### src/rtl/stage_sequencer.sv
// Stage sequencer: boot handshake, per-stage compute/latch pacing of a
// multi-cycle CPU pipeline, single-step/halt control and retire counting.
module stage_sequencer #(
    parameter int NUM_STAGES = 5,
    parameter int MEM_STAGE  = 3,
    parameter int MEM_WAIT   = 0,
    parameter int CNT_W      = 32
) (
    input  logic                  clk,
    input  logic                  reset_n,
    input  logic                  stall,
    input  logic                  boot_step_done,
    input  logic                  halt_req,
    input  logic                  step_mode,
    input  logic                  step_go,
    output logic [3:0]            boot_active,
    output logic [NUM_STAGES-1:0] stage_active,
    output logic [NUM_STAGES-1:0] latch_enable,
    output logic                  mem_strobe,
    output logic                  io_enable,
    output logic                  pipeline_register_reset_n,
    output logic                  running,
    output logic                  halted,
    output logic [CNT_W-1:0]      retired_count
);

    typedef enum logic [3:0] {
        ST_INIT      = 4'd0,
        ST_BOOT0     = 4'd1,
        ST_BOOT1     = 4'd2,
        ST_BOOT2     = 4'd3,
        ST_BOOT3     = 4'd4,
        ST_COMPUTE   = 4'd5,
        ST_LATCH     = 4'd6,
        ST_STEP_WAIT = 4'd7,
        ST_HALTED    = 4'd8
    } state_t;

    localparam logic [2:0] LAST_STAGE = 3'(NUM_STAGES - 1);
    localparam logic [2:0] MEM_IDX    = 3'(MEM_STAGE);
    localparam logic [3:0] WAIT_END   = 4'(MEM_WAIT);

    state_t                  state_r;
    state_t                  state_nxt_s;
    logic [2:0]              stage_r;
    logic [2:0]              stage_nxt_s;
    logic [3:0]              wait_r;
    logic [3:0]              wait_nxt_s;
    logic                    retire_s;
    logic [CNT_W-1:0]        retired_r;

    logic [3:0]              boot_r;
    logic [3:0]              boot_nxt_s;
    logic [NUM_STAGES-1:0]   stage_act_r;
    logic [NUM_STAGES-1:0]   stage_act_nxt_s;
    logic [NUM_STAGES-1:0]   latch_pend_r;
    logic [NUM_STAGES-1:0]   latch_pend_nxt_s;
    logic                    mem_final_r;
    logic                    mem_final_nxt_s;
    logic                    io_r;
    logic                    io_nxt_s;
    logic                    prr_n_r;
    logic                    prr_n_nxt_s;
    logic                    run_r;
    logic                    run_nxt_s;
    logic                    halt_r;
    logic                    halt_nxt_s;

    function automatic logic [NUM_STAGES-1:0] stage_onehot(input logic [2:0] idx);
        logic [NUM_STAGES-1:0] vec;
        vec = '0;
        for (int i = 0; i < NUM_STAGES; i++) begin
            vec[i] = (idx == 3'(i));
        end
        return vec;
    endfunction

    // Next-state logic: boot handshake, stage pacing, retire and step/halt decisions
    always_comb begin
        state_nxt_s = state_r;
        stage_nxt_s = stage_r;
        wait_nxt_s  = wait_r;
        retire_s    = 1'b0;
        case (state_r)
            ST_INIT: begin
                state_nxt_s = ST_BOOT0;
            end
            ST_BOOT0: begin
                if (boot_step_done) state_nxt_s = ST_BOOT1;
                else                state_nxt_s = ST_BOOT0;
            end
            ST_BOOT1: begin
                if (boot_step_done) state_nxt_s = ST_BOOT2;
                else                state_nxt_s = ST_BOOT1;
            end
            ST_BOOT2: begin
                if (boot_step_done) state_nxt_s = ST_BOOT3;
                else                state_nxt_s = ST_BOOT2;
            end
            ST_BOOT3: begin
                if (boot_step_done) begin
                    state_nxt_s = ST_COMPUTE;
                    stage_nxt_s = 3'd0;
                    wait_nxt_s  = 4'd0;
                end else begin
                    state_nxt_s = ST_BOOT3;
                end
            end
            ST_COMPUTE: begin
                // The memory stage dwells until the wait counter reaches MEM_WAIT
                if ((stage_r == MEM_IDX) && (wait_r != WAIT_END)) begin
                    wait_nxt_s = wait_r + 4'd1;
                end else begin
                    state_nxt_s = ST_LATCH;
                    wait_nxt_s  = 4'd0;
                end
            end
            ST_LATCH: begin
                if (stage_r == LAST_STAGE) begin
                    retire_s    = 1'b1;
                    stage_nxt_s = 3'd0;
                    if (halt_req)       state_nxt_s = ST_HALTED;
                    else if (step_mode) state_nxt_s = ST_STEP_WAIT;
                    else                state_nxt_s = ST_COMPUTE;
                end else begin
                    state_nxt_s = ST_COMPUTE;
                    stage_nxt_s = stage_r + 3'd1;
                end
            end
            ST_STEP_WAIT: begin
                if (step_go || !step_mode) state_nxt_s = ST_COMPUTE;
                else                       state_nxt_s = ST_STEP_WAIT;
            end
            ST_HALTED: begin
                state_nxt_s = ST_HALTED;
            end
            default: begin
                state_nxt_s = ST_INIT;
                stage_nxt_s = 3'd0;
                wait_nxt_s  = 4'd0;
            end
        endcase
    end

    // Output decode of the upcoming state, so the Moore outputs come straight from flops
    always_comb begin
        boot_nxt_s       = 4'b0000;
        stage_act_nxt_s  = '0;
        latch_pend_nxt_s = '0;
        mem_final_nxt_s  = 1'b0;
        io_nxt_s         = 1'b0;
        prr_n_nxt_s      = 1'b1;
        run_nxt_s        = 1'b0;
        halt_nxt_s       = 1'b0;
        case (state_nxt_s)
            ST_INIT: begin
                prr_n_nxt_s = 1'b0;
            end
            ST_BOOT0: begin
                boot_nxt_s  = 4'b0001;
                prr_n_nxt_s = 1'b0;
            end
            ST_BOOT1: begin
                boot_nxt_s  = 4'b0010;
                prr_n_nxt_s = 1'b0;
            end
            ST_BOOT2: begin
                boot_nxt_s  = 4'b0100;
                prr_n_nxt_s = 1'b0;
            end
            ST_BOOT3: begin
                boot_nxt_s  = 4'b1000;
                prr_n_nxt_s = 1'b0;
            end
            ST_COMPUTE: begin
                stage_act_nxt_s = stage_onehot(stage_nxt_s);
                mem_final_nxt_s = (stage_nxt_s == MEM_IDX) && (wait_nxt_s == WAIT_END);
                io_nxt_s        = 1'b1;
                run_nxt_s       = 1'b1;
            end
            ST_LATCH: begin
                latch_pend_nxt_s = stage_onehot(stage_nxt_s);
                io_nxt_s         = 1'b1;
                run_nxt_s        = 1'b1;
            end
            ST_STEP_WAIT: begin
                io_nxt_s = 1'b1;
            end
            ST_HALTED: begin
                halt_nxt_s = 1'b1;
            end
            default: begin
                prr_n_nxt_s = 1'b0;
            end
        endcase
    end

    // State, counters and registered outputs; reset wins over stall, stall freezes everything
    always_ff @(posedge clk) begin
        if (!reset_n) begin
            state_r      <= ST_INIT;
            stage_r      <= 3'd0;
            wait_r       <= 4'd0;
            retired_r    <= '0;
            boot_r       <= 4'b0000;
            stage_act_r  <= '0;
            latch_pend_r <= '0;
            mem_final_r  <= 1'b0;
            io_r         <= 1'b0;
            prr_n_r      <= 1'b0;
            run_r        <= 1'b0;
            halt_r       <= 1'b0;
        end else if (!stall) begin
            state_r      <= state_nxt_s;
            stage_r      <= stage_nxt_s;
            wait_r       <= wait_nxt_s;
            boot_r       <= boot_nxt_s;
            stage_act_r  <= stage_act_nxt_s;
            latch_pend_r <= latch_pend_nxt_s;
            mem_final_r  <= mem_final_nxt_s;
            io_r         <= io_nxt_s;
            prr_n_r      <= prr_n_nxt_s;
            run_r        <= run_nxt_s;
            halt_r       <= halt_nxt_s;
            if (retire_s) begin
                retired_r <= retired_r + CNT_W'(1);
            end
        end
    end

    // Strobes are suppressed combinationally during a stall so nothing is written twice
    assign latch_enable              = latch_pend_r & {NUM_STAGES{~stall}};
    assign mem_strobe                = mem_final_r & ~stall;
    assign boot_active               = boot_r;
    assign stage_active              = stage_act_r;
    assign io_enable                 = io_r;
    assign pipeline_register_reset_n = prr_n_r;
    assign running                   = run_r;
    assign halted                    = halt_r;
    assign retired_count             = retired_r;

endmodule

### config.mk
export PLATFORM = sky130hd
export DESIGN_NAME = stage_sequencer
export DESIGN_NICKNAME = d
export VERILOG_FILES = /design/src/rtl/stage_sequencer.sv
export SDC_FILE = /design/constraint.sdc
export NUM_CORES = 1
export LEC_CHECK = 0
export ABC_AREA = 1
export BUFFER_PORTS_ARGS = -buffer_cell sky130_fd_sc_hd__buf_2
export CAP_MARGIN = 40
export CORE_MARGIN = 4
export CORE_UTILIZATION = 50
export CTS_BUF_LIST = sky130_fd_sc_hd__clkbuf_16
export CTS_CLUSTER_DIAMETER = 200
export DETAILED_ROUTE_END_ITERATION = 8
export GPL_ROUTABILITY_DRIVEN = 0
export PLACE_DENSITY = 0.72
export SLEW_MARGIN = 15
export SYNTH_ARGS = -nofsm -noshare
export SYNTH_HDL_FRONTEND = slang
export SYNTH_SLANG_ARGS = --single-unit
### constraint.sdc
create_clock -name clk -period 2 [get_ports clk]
set_clock_uncertainty 0.05 [all_clocks]
set_input_delay 0.1 -clock clk [delete_from_list [all_inputs] [get_ports clk]]
set_output_delay 0.1 -clock clk [all_outputs]
set_load 0.01 [all_outputs]
==> summary.txt <==
Outcome
  • Status: complete, no violations

Clock tree
  • CTS tree: built
  • Clock transition at the registers of the reported paths: 60 ps
  • Worst-Skew Late Latency: 330 ps
  • Root Driver: clkbuf_16
  • Clock buffer depth: 2
  • CTS HTree Levels: 3
  • # hold bufs at CTS: 0
  • Post-CTS setup buffers: 0
  • CTS sink cnt: 62
  • CTS buffer count: 9

Worst setup path
  • Worst Path Buf+Inv: 1
  • Worst Path Required: 2200 ps
  • Worst setup EP type: flip-flop
  • CP dominant cell by count: nand2_1
  • Slowest-stage cell, CP: dfxtp_1
  • Critical path data arrival time: 2030 ps
  • Critical path peak fanout: 7
  • RR Startpoint: wait_r[1]$_SDFFE_PN0N_
  • Startpoint types: flip-flop
  • CP top delay family: simple AND/OR/NAND/NOR gates
  • Worst reg2reg setup slack: 170 ps
  • Worst reg2reg path depth: 11
  • WS Path Type: flip-flop to flip-flop
  • CP peak stage delay: 380 ps
  • Critical path cell sequence: inv_1, ha_1, nand2_1, nand2_1, nand2_1, nand3_1, nor2_4, nand2_1, nor2_4, nand3_1, a21oi_1
  • End of the worst register-to-register path: mem_final_r$_SDFFE_PN0N_

Timing
  • Hold slack: 200 ps
  • Slew Limit Fails: 0
  • Final setup TNS: 0 ps
  • Minimum clock period: 1830 ps
  • RSZ-0062 raised after global routing: true
  • Relative slew slack: 0.671
  • Maximum clock frequency: 0.548 GHz
  • Worst slew pin tran: 494 ps
  • Final period utilization: 0.913
  • Setup-failing EPs final: 0
  • Final Hold Fails: 0

Final layout
  • Diode count: 0
  • Nets: 644
  • Area grow syn2layout: 19.6%
  • Share of layout cells above drive strength 1: 0.184

Routing
  • Post-DRT Antenna Nets: 0
  • Via count: 3774
  • WL final: 9.34 mm
  • DR pass1 iterations: 5
  • Initial DRC Count: 185
  • Vias per std cell: 5.16
  • Wire length per cell: 12.8 um
  • Post-route DRC violation count: 0

Placement
  • Port Buffer Count: 57
  • Hpwl dp: 6.94 mm

Hold path
  • Worst Hold Depth: 4
  • Hold EP: retired_count[11]$_SDFFE_PN0P_
  • Min-delay src: reset_n
  • Worst hold path type: primary input to flip-flop

Logic synthesis
  • Flops & latches, synth: 62
  • Synthesis Warnings: 0
  • Top FF cell, synth: dfxtp_1
  • EDFF count, synth: 0
  • Mapped Nets: 582
  • Seq/Total Area, Yosys: 0.346
  • Post-synth cell types: 34
  • Mapped Cells: 569
  • Async SR Flop Fraction: 0
  • Post-Syn Area: 3590 um2
  • Avg Synthesized Cell Area: 6.31 um2

GRT
  • Antenna violations before repair: 0
  • Global-route wire length before repair: 15.9 mm
  • Gr usage total: 0.226
  • Vias in the first global route: 3606
  • Largest net degree at the start of global routing: 43
  • GR Overflow Total: 0

Floorplan
  • # rows: 30
  • Area of the die: 8600 um2
  • Chip Width: 92.7 um
  • DIE HEIGHT: 92.7 um
  • Core ar.: 6870 um2
  • Initial Util: 0.523
  • Ports: 58

Pwr
  • Power density over cell area: 696 nW/um2
  • Clk pwr share: 0.483
  • Worst vdd ir: 561 uV
  • Logic pwr share: 0.088
  • Flop pwr share: 0.429
  • Sw Ratio: 0.268
  • Static Leak: 1.90 nW
  • Net Switching: 801 uW
  • Internal power: 2.19 mW

Job
  • Max_cap viols: 0
-- worst max path at each step --
stage          cells past startpoint  slack [ps]                        endpoint               startpoint
6_report                          11         170        mem_final_r$_SDFFE_PN0N_   wait_r[1]$_SDFFE_PN0N_
5_1_grt                           12         -20    latch_pend_r[2]$_SDFFE_PN0N_  stage_r[0]$_SDFFE_PN0N_
4_1_cts                           12         110    latch_pend_r[2]$_SDFFE_PN0N_  stage_r[0]$_SDFFE_PN0N_
3_5_place_dp                      11         130            running$_SDFFE_PN0N_  stage_r[0]$_SDFFE_PN0N_
3_3_place_gp                      11         150    stage_active[0]$_SDFFE_PN0N_  stage_r[0]$_SDFFE_PN0N_
2_1_floorplan                     11         390  retired_count[18]$_SDFFE_PN0P_  stage_r[0]$_SDFFE_PN0N_
-- final cells by class --
type	instances	area, um2
fillers	702	2570
multi-input cells	411	1990
flip-flops and latches	62	1250
repair buffers	66	353
inverters	81	304
clock buffers	9	225
well taps	96	120
clock inverters	7	55.1
-- state kept, by name (all words and copies together), names as in the netlist --
name                       cells
wait_r                         4
stage_r                        3
halted                         1
stage_active                   5
io_enable                      1
running                        1
mem_final_r                    1
pipeline_register_reset_n      1
state_r                        4
latch_pend_r                   5
retired_count                 32
boot_active                    4
-- timing repair --
item,in CTS,in global routing
endpoints found under the hold margin,0,0
setup endpoints to repair,0,15
resized for setup,0,9
-- layer usage --
metal / share of wire / vias to the layer above / GRT usage
met5: 0 / - / 0
met4: 0.028 / 0 / 0.0891
met3: 0.059 / 23 / 0.0544
met2: 0.50 / 114 / 0.418
met1: 0.41 / 1695 / 0.246
li1: - / 1942 / -
-- logic make-up (layout without fill, tap and decap cells) --
logic type | after synthesis | after routing | share of synthesized area
buffers and inverters | 96 | 163 | 0.103
XOR/XNOR | 8 | 8 | 0.0195
adder cells (fa/ha/maj) | 6 | 6 | 0.0209
AND/OR/NAND/NOR | 316 | 316 | 0.392
AO/OA/AOI/OAI | 81 | 81 | 0.119
flip-flops | 62 | 62 | 0.346
-- synthesized netlist by cell type, types with 3 or more instances --
master / number / area share
a21oi_1: 49 / 0.068
a31oi_1: 4 / 0.0070
clkbuf_1: 12 / 0.013
dfxtp_1: 62 / 0.35
ha_1: 6 / 0.021
inv_1: 76 / 0.079
inv_2: 4 / 0.0042
nand2_1: 166 / 0.17
nand3_1: 37 / 0.052
nand3_2: 4 / 0.011
nand4_1: 9 / 0.016
nor2_1: 60 / 0.063
nor2_2: 6 / 0.010
nor2_4: 5 / 0.016
nor3_1: 18 / 0.025
nor4_1: 3 / 0.0052
o21ai_0: 22 / 0.031
xnor2_1: 4 / 0.0098
xor2_1: 4 / 0.0098
-- placed cells by master, fill, tap and decap left out, types with 3 or more instances in the layout --
cell       instances
nor3_1            17
nor4_1             3
nor2_1            58
a31oi_1            4
inv_1             76
xor2_1             4
xnor2_1            4
dfxtp_1           56
inv_2              4
buf_2             57
a21oi_1           49
dfxtp_2            6
nor2_2             8
nor2_4             5
inv_6              3
nand4_1            9
nand2_1          166
o21ai_0           22
buf_4              9
clkbuf_16          9
ha_1               6
nand3_1           37
nand3_2            4
-- per-stage QoR --
stage	instances	power [mW]	util	worst slack, ps	cell area, um2
after CTS	732	3.02	0.623	106	4280
after floorplan	569	1.49	-	395	3590
final	732	2.99	0.625	174	4300
after global routing	732	3.13	0.625	-22.5	4300
after global placement	716	1.56	0.582	152	4000
after detailed placement	716	1.57	0.582	130	4000
-- power by group through the flow --
| stage | logic [mW] | clock network, mW | registers, mW |
|---|---|---|---|
| 2_1_floorplan | 0.187 | 0 | 1.31 |
| 3_3_place_gp | 0.251 | 0 | 1.31 |
| 3_5_place_dp | 0.257 | 0 | 1.31 |
| 5_1_grt | 0.297 | 1.55 | 1.29 |
| 4_1_cts | 0.259 | 1.48 | 1.28 |
| 6_report | 0.262 | 1.44 | 1.28 |
-- worst reg2reg max path, stage by stage (launching register included) --
cell and delay [ps]:
dfxtp_1 380, inv_1 80, ha_1 190, nand2_1 60
nand2_1 80, nand2_1 100, nand3_1 130, nor2_4 170
nand2_1 110, nor2_4 190, nand3_1 90, a21oi_1 130
No activity file was read; power rests on OpenSTA's default activity.
